[src/rtl/mem_stage_pkg.sv]
// Shared definitions for the MEM stage: control-bundle bit positions and FSM states.
package mem_stage_pkg;

  localparam int M_BRANCH    = 2;
  localparam int M_READ      = 1;
  localparam int M_WRITE     = 0;
  localparam int WB_REGWRITE = 1;
  localparam int WB_MEMTOREG = 0;

  typedef enum logic {
    IDLE = 1'b0,
    WAIT = 1'b1
  } state_t;

endpackage

[src/rtl/mem_stage_memwb.sv]
// MEM/WB pipeline register: loads the stage results, or a zeroed bubble.
module memwb_reg (
  input  logic        clock,
  input  logic        reset,
  input  logic        load,
  input  logic        bubble,
  input  logic [1:0]  wb_next,
  input  logic [31:0] read_data_next,
  input  logic [31:0] alu_result_next,
  input  logic [4:0]  write_reg_next,
  output logic [1:0]  wb,
  output logic [31:0] read_data,
  output logic [31:0] alu_result,
  output logic [4:0]  write_reg
);

  always_ff @(posedge clock) begin
    if (!reset || bubble) begin
      wb         <= 2'b00;
      read_data  <= 32'd0;
      alu_result <= 32'd0;
      write_reg  <= 5'd0;
    end else if (load) begin
      wb         <= wb_next;
      read_data  <= read_data_next;
      alu_result <= alu_result_next;
      write_reg  <= write_reg_next;
    end
  end

endmodule

[src/rtl/mem_stage.sv]
// MIPS MEM stage: branch resolve, req/ack data-memory access with stall,
// misalign and timeout detection, feeding the MEM/WB register.
module mem_stage
  import mem_stage_pkg::*;
#(
  parameter int TIMEOUT = 16,
  parameter int CNT_W   = 5
) (
  input  logic        clock,
  input  logic        reset,
  input  logic [1:0]  EXMEM_wb,
  input  logic [2:0]  EXMEM_m,
  input  logic [31:0] EXMEM_branchTarget,
  input  logic        EXMEM_zero,
  input  logic [31:0] EXMEM_aluResult,
  input  logic [31:0] EXMEM_memWriteData,
  input  logic [4:0]  EXMEM_writeReg,
  input  logic [31:0] dmem_rdata,
  input  logic        dmem_ack,
  output logic        PCSrc,
  output logic [31:0] branchTarget,
  output logic        stall,
  output logic        dmem_req,
  output logic        dmem_we,
  output logic [31:0] dmem_addr,
  output logic [31:0] dmem_wdata,
  output logic [1:0]  MEMWB_wb,
  output logic [31:0] MEMWB_readData,
  output logic [31:0] MEMWB_aluResult,
  output logic [4:0]  MEMWB_writeReg,
  output logic        mem_error
);

  state_t           state_reg;
  logic [CNT_W-1:0] count_reg;
  logic             error_reg;

  logic        access;
  logic        in_wait;
  logic        misaligned;
  logic        timed_out;
  logic        complete;
  logic        abort;
  logic        bubble;
  logic [1:0]  wb_next;
  logic [31:0] read_data_next;

  assign access  = EXMEM_m[M_READ] | EXMEM_m[M_WRITE];
  assign in_wait = (state_reg == WAIT);

  // EX/MEM is frozen while waiting, so alignment only needs judging on entry.
  assign misaligned = access & (EXMEM_aluResult[1:0] != 2'b00) & ~in_wait;
  assign dmem_req   = reset & (in_wait | (access & ~misaligned));
  assign timed_out  = in_wait & (count_reg == CNT_W'(TIMEOUT));

  assign complete = dmem_req & dmem_ack;
  assign abort    = dmem_req & ~dmem_ack & timed_out;
  assign stall    = dmem_req & ~dmem_ack & ~timed_out;
  assign bubble   = stall | misaligned | abort;

  assign dmem_we      = dmem_req & EXMEM_m[M_WRITE] & ~EXMEM_m[M_READ];
  assign dmem_addr    = {EXMEM_aluResult[31:2], 2'b00};
  assign dmem_wdata   = EXMEM_memWriteData;
  assign PCSrc        = EXMEM_m[M_BRANCH] & EXMEM_zero;
  assign branchTarget = EXMEM_branchTarget;
  assign mem_error    = error_reg;

  assign wb_next        = {EXMEM_wb[WB_REGWRITE], EXMEM_wb[WB_MEMTOREG]};
  assign read_data_next = (complete & EXMEM_m[M_READ]) ? dmem_rdata : 32'd0;

  always_ff @(posedge clock) begin
    if (!reset) begin
      state_reg <= IDLE;
      count_reg <= '0;
      error_reg <= 1'b0;
    end else begin
      error_reg <= misaligned | abort;
      case (state_reg)
        IDLE: begin
          if (stall) begin
            state_reg <= WAIT;
            count_reg <= CNT_W'(1);
          end
        end
        WAIT: begin
          if (stall) begin
            count_reg <= count_reg + CNT_W'(1);
          end else begin
            state_reg <= IDLE;
            count_reg <= '0;
          end
        end
        default: begin
          state_reg <= IDLE;
          count_reg <= '0;
        end
      endcase
    end
  end

  memwb_reg u_memwb (
    .clock           (clock),
    .reset           (reset),
    .load            (~bubble),
    .bubble          (bubble),
    .wb_next         (wb_next),
    .read_data_next  (read_data_next),
    .alu_result_next (EXMEM_aluResult),
    .write_reg_next  (EXMEM_writeReg),
    .wb              (MEMWB_wb),
    .read_data       (MEMWB_readData),
    .alu_result      (MEMWB_aluResult),
    .write_reg       (MEMWB_writeReg)
  );

endmodule

[config.mk]
export PLATFORM = sky130hd
export DESIGN_NAME = mem_stage
export DESIGN_NICKNAME = d
export VERILOG_FILES = /design/src/rtl/mem_stage_pkg.sv /design/src/rtl/mem_stage_memwb.sv /design/src/rtl/mem_stage.sv
export SDC_FILE = /design/constraint.sdc
export NUM_CORES = 1
export LEC_CHECK = 0
export ABC_AREA = 1
export ABC_CLOCK_PERIOD_IN_PS = 1450
export BUFFER_PORTS_ARGS = -buffer_cell sky130_fd_sc_hd__buf_2
export CAP_MARGIN = 0
export CORE_AREA = 2 2 123 125
export CTS_BUF_LIST = sky130_fd_sc_hd__clkbuf_16
export DETAILED_ROUTE_END_ITERATION = 7
export DIE_AREA = 0 0 125 127
export PLACE_DENSITY = 0.61
export SYNTH_ARGS = -nofsm -noshare
export SYNTH_HDL_FRONTEND = slang
export SYNTH_SLANG_ARGS = --single-unit
[constraint.sdc]
create_clock -name clock -period 1.45 [get_ports clock]
set_input_delay 0.0725 -clock clock [delete_from_list [all_inputs] [get_ports clock]]
set_output_delay 0.0725 -clock clock [all_outputs]
set_load 0.01 [all_outputs]
* Yosys cells after proc, flatten, opt, wreduce, memory -nomap -nowiden
Index checks and enable logic that the tools add are counted.
Word-level totals: bits in registers 78, input bits 142, output and inout bits 172
Operators by class: add/subtract/negate cells 1, eq/ne operators 2, mux-type cells 5, bitwise operators 23, reductions and logical operators 3
Operator list (count):
- 32-bit two-way mux | 1
- 1-bit AND | 13
- 5-bit two-way mux | 2
- 5-bit case mux with 2 select lines | 1
- 5-bit by 1-bit adder with 5-bit output, second input constant | 1
- 5-bit == test, second input constant | 1
- 1-bit inverter | 5
- 1-bit bitwise OR | 5
- 2-bit inequality test, second input constant | 1
- 2-bit nonzero test | 1
- 1-bit zero test | 1
- 1-bit logical OR | 1
- 1-bit two-way mux | 1

* Depth between registers and ports, before layout
depth in word-level cells 12, gate-level depth with buffers 10

* Modules after synthesis
From an unflattened synthesis, not the netlist that was laid out.
Second synthesis, totals: cell total of the unflattened synthesis 534, area total of the unflattened synthesis 4217.8 um^2
Modules (own cells, without submodules):
- memwb_reg | instances 1, cells each 309, area an instance 2731.4 um^2, sequential area each 1421.4 um^2
- mem_stage | instances 1, cells each 225, area an instance 1486.4 um^2, sequential area each 140.1 um^2

* Worst setup path before layout
OpenSTA, ideal clock, no wires.
path kind flip-flop to flip-flop, start point reg state_reg (netlist: in_wait), end point reg u_memwb.alu_result[13], setup time 0.112 ns, arrival 1.199 ns, data required time 1.338 ns, path slack 0.139 ns, cell stages (with the launch flop) 11, clock period less this slack 1.311 ns, cell sequence dfxtp_1 buf_6 inv_4 nand2_1 nand3_2 nor2_4 nor2_2 nand2_1 buf_6 buf_6 nor2_2
Between the ends: word-level cells in the longest chain between the ends 11
RTL lines:
- start, declared | line mem_stage.sv:34 | state_t state_reg;
- start signal, assigned | line mem_stage.sv:73 | state_reg <= IDLE;
- start signal, assigned | line mem_stage.sv:81 | state_reg <= WAIT;
- start signal, assigned | line mem_stage.sv:89 | state_reg <= IDLE;
- 1-bit inverter
- 1-bit AND | line mem_stage.sv:52 | assign misaligned = access & (EXMEM_aluResult[1:0] != 2'b00) & ~in_wait;
- 1-bit inverter | line mem_stage.sv:53 | assign dmem_req = reset & (in_wait | (access & ~misaligned));
- 1-bit AND | line mem_stage.sv:53
- 1-bit bitwise OR | line mem_stage.sv:53
- 1-bit AND | line mem_stage.sv:53
- 1-bit AND | line mem_stage.sv:57, mem_stage.sv:58
- 1-bit AND | line mem_stage.sv:58 | assign stall = dmem_req & ~dmem_ack & ~timed_out;
- 1-bit bitwise OR | line mem_stage.sv:59 | assign bubble = stall | misaligned | abort;
- 1-bit bitwise OR (*) | line mem_stage.sv:59
- 1-bit logical OR | line mem_stage_memwb.sv:18 | if (!reset || bubble) begin
- end signal, assigned | line mem_stage_memwb.sv:26 | alu_result <= alu_result_next;
- end, declared | line mem_stage_memwb.sv:13 | output logic [31:0] alu_result,
Mark *: on every way between the ends. The rest lies on a longest branch, timed or not. A chain may end at the register's enable or synchronous reset.

* Final worst setup path
start point reg state_reg (netlist: in_wait), end point out stall
Between the ends: word-level cells in the longest chain between the ends 8
RTL lines:
- 1-bit inverter
- 1-bit AND | line mem_stage.sv:52
- 1-bit inverter | line mem_stage.sv:53
- 1-bit AND | line mem_stage.sv:53
- 1-bit bitwise OR | line mem_stage.sv:53
- 1-bit AND | line mem_stage.sv:53
- 1-bit AND | line mem_stage.sv:58
- 1-bit AND (*) | line mem_stage.sv:58
- end, declared | line mem_stage.sv:22 | output logic stall,
Marks and branches as above.

==> reports/qor.yml <==
layout:
  fin_nets: 697
  area_growth_pct: 47.3
  drive_above_1_share: 0.415
  final_cells: 742
  top_regs: "u_memwb.alu_result x32, u_memwb.read_data x32"
  fin_util: 0.325
critical_path:
  critical_path.endpoint_type: "output pin"
  reg2reg_slack_ns: 0.12
  r2r-end: "u_memwb.alu_result[27]$_SDFFE_PP0N_"
  arrival_ns: 1.32
  r2r_start: "in_wait$_SDFF_PN0_"
  critPathKind: "reg -> out"
  required_ns: 1.38
  rr_worst_depth: 9
  critPathLaunchType: "register"
  path_max_fanout: 3
synth:
  synth_seq_cells: 78
  postSynthAreaPerCell_sq_um: 8.37
  synth_enable_flop_cells: 0
  synthFlopType: "dfxtp_1"
  yosys.cell_types.count: 20
  ys_seq_area_frac: 0.491
  synthTopCellsByArea: "dfxtp_1 (49%), buf_4 (23%), inv_1 (9.6%)"
  yosysTopAreaCell: "dfxtp_1"
  async_flop_share: 0
  ys.warnings.count: 0
  synth_most_common_cell: "buf_4"
  synth_common_cells: "buf_4 (96), inv_1 (81), dfxtp_1 (78)"
  syn_inst: 380
  synthesis.area_sq_um: 3180
  yosysTopAreaCellShare: 0.491
outcome:
  outcome: "finished, final reports clean"
place:
  io_buffers: 183
  place.gp.congestion: 0.793
  place_hpwl_um: 7220
  dp.cells: 649
grt:
  grtUsageTotal: 0.123
  overflow: 0
  grt_first_pass_wirelength_um: 14600
  antenna_found_initial: 1
  grt_max_degree: 33
  grt_pass1_vias: 2607
floorplan:
  rows: 44
  start_util: 0.221
  io_pins: 314
  die_y_um: 127
  core-area_sq_um: 14400
  fp.dieArea_sq_um: 15900
  die_w_um: 125
power_and_ir_drop:
  seq_power_share: 0.460
  powerDensity_nw_per_um2: 1030
  ir_drop_mv: 0.468
  clkPwrFrac: 0.410
  switching_share: 0.241
  combPwrFrac: 0.130
  p_switching_mw: 1.16
  p_leak_nw: 2.63
  finalPower_mw: 4.84
  p_int_mw: 3.67
run:
  cap_violations: 0
cts:
  root_buffer: "clkbuf_16"
  htreeDepth: 3
  clock-sinks: 78
  cts_made_buffers: 9
  cts_tree: "done"
  cts_buffer_depth: 2
  cts.clk_slew.worst_paths_ns: 0.06
  clock_latency_ns: 0.33
hold_path:
  min-delay-start: "EXMEM_aluResult[1]"
  worstHoldEndpoint: "u_memwb.alu_result[1]$_SDFFE_PP0N_"
  hold_path.class: "in -> reg"
  whs_path_depth: 3
timing:
  setup_violations: 0
  drv_slew: 0
  clock_skew_ns: 0.00854
  max_freq_mhz: 721
  grt_setup_unrepaired: "yes"
  period_minus_slack_ns: 1.39
  period_share: 0.957
  hold_viol_final: 0
detailed_routing:
  initialDrtViolationCount: 71
  wl_per_cell_um: 13.6
  viasPerCell: 3.62
  drtAntennaViolNets: 0
  drtPass1Iterations: 4
  wirelength_um: 10100
  drc: 0
  vias: 2686
==> worst max-delay path by stage <==
stage,from,cells past startpoint,endpoint
after floorplan,in_wait$_SDFF_PN0_,10,u_memwb.alu_result[13]$_SDFFE_PP0N_
after global placement,in_wait$_SDFF_PN0_,8,u_memwb.alu_result[27]$_SDFFE_PP0N_
after detailed placement,in_wait$_SDFF_PN0_,8,u_memwb.alu_result[29]$_SDFFE_PP0N_
after CTS,in_wait$_SDFF_PN0_,8,stall
after global routing,in_wait$_SDFF_PN0_,8,stall
final,in_wait$_SDFF_PN0_,8,stall
==> cells by family after synthesis <==
logic type | share of synthesized area
AO/OA/AOI/OAI | 0.0201
adder cells (fa/ha/maj) | 0.00787
buffers and inverters | 0.343
flip-flops | 0.491
other | 0.00118
AND/OR/NAND/NOR | 0.137
==> power by group through the flow <==
stage	combinational, mW	sequential, mW	clock [mW]
after global placement	0.457	2.27	0
after global routing	0.687	2.23	2.19
after floorplan	0.400	2.31	0
after detailed placement	0.457	2.27	0
final	0.628	2.22	1.98
after CTS	0.615	2.22	2.07
==> layout make-up <==
| class | count | area, sq um |
|---|---|---|
| clock inverters | 6 | 28.8 |
| fillers | 1489 | 9740 |
| repair buffers | 265 | 1740 |
| diodes | 1 | 2.50 |
| multi-input cells | 117 | 583 |
| well taps | 184 | 230 |
| clock buffers | 9 | 225 |
| inverters | 82 | 310 |
| flip-flops and latches | 78 | 1560 |
==> metal layers <==
metal  share of wire  global-route usage
met1            0.32               0.106
met2            0.50               0.219
met3            0.14              0.0724
met4           0.046              0.0725
met5               0                   0
==> worst max-delay path, cell delays in order (launching register included) <==
cell,delay [ns]
dfxtp_2,0.35
inv_4,0.05
o21ai_4,0.07
nand3_4,0.10
nor2_4,0.11
buf_6,0.12
nand2_4,0.05
inv_2,0.05
buf_6,0.09
==> metrics by stage <==
step	hold WS, ns	cell area (sq um)	TNS, ns	worst slack, ns
after global placement	0.145	3620	0	0.121
after floorplan	0.185	3180	0	0.139
after global routing	0.0321	4680	-0.0113	-0.0113
after detailed placement	0.145	3620	0	0.0919
after CTS	0.00205	4630	0	0.00131
final	0.0228	4690	0	0.0624
==> layout by cell type, fill, tap and decap left out, types with 2 or more instances in the layout <==
cell | netlist | layout
nor2_4 | 1 | 2
dfxtp_2 | 0 | 2
nand2_4 | 0 | 2
a21oi_1 | 8 | 8
nor2_1 | 66 | 65
inv_1 | 81 | 79
buf_4 | 96 | 9
nor2_2 | 11 | 11
dfxtp_1 | 78 | 76
dlygate4sd3_1 | 0 | 70
clkbuf_16 | 0 | 9
nand2_1 | 12 | 9
nand3_1 | 5 | 4
buf_6 | 3 | 2
clkinv_1 | 0 | 4
nand4_1 | 2 | 2
conb_1 | 1 | 2
buf_2 | 5 | 182
o21ai_0 | 3 | 3
ha_1 | 2 | 2
buf_12 | 0 | 2
inv_2 | 0 | 2
==> repair_timing <==
item | CTS | global route
setup buffers | 4 | 3
endpoints found under the setup margin | 1 | 26
hold endpoints to repair | 70 | 0
hold buffers | 70 | 0
gates resized for setup | 8 | 8
pin swaps | 2 | 5
(Power assumes the default switching activity.)
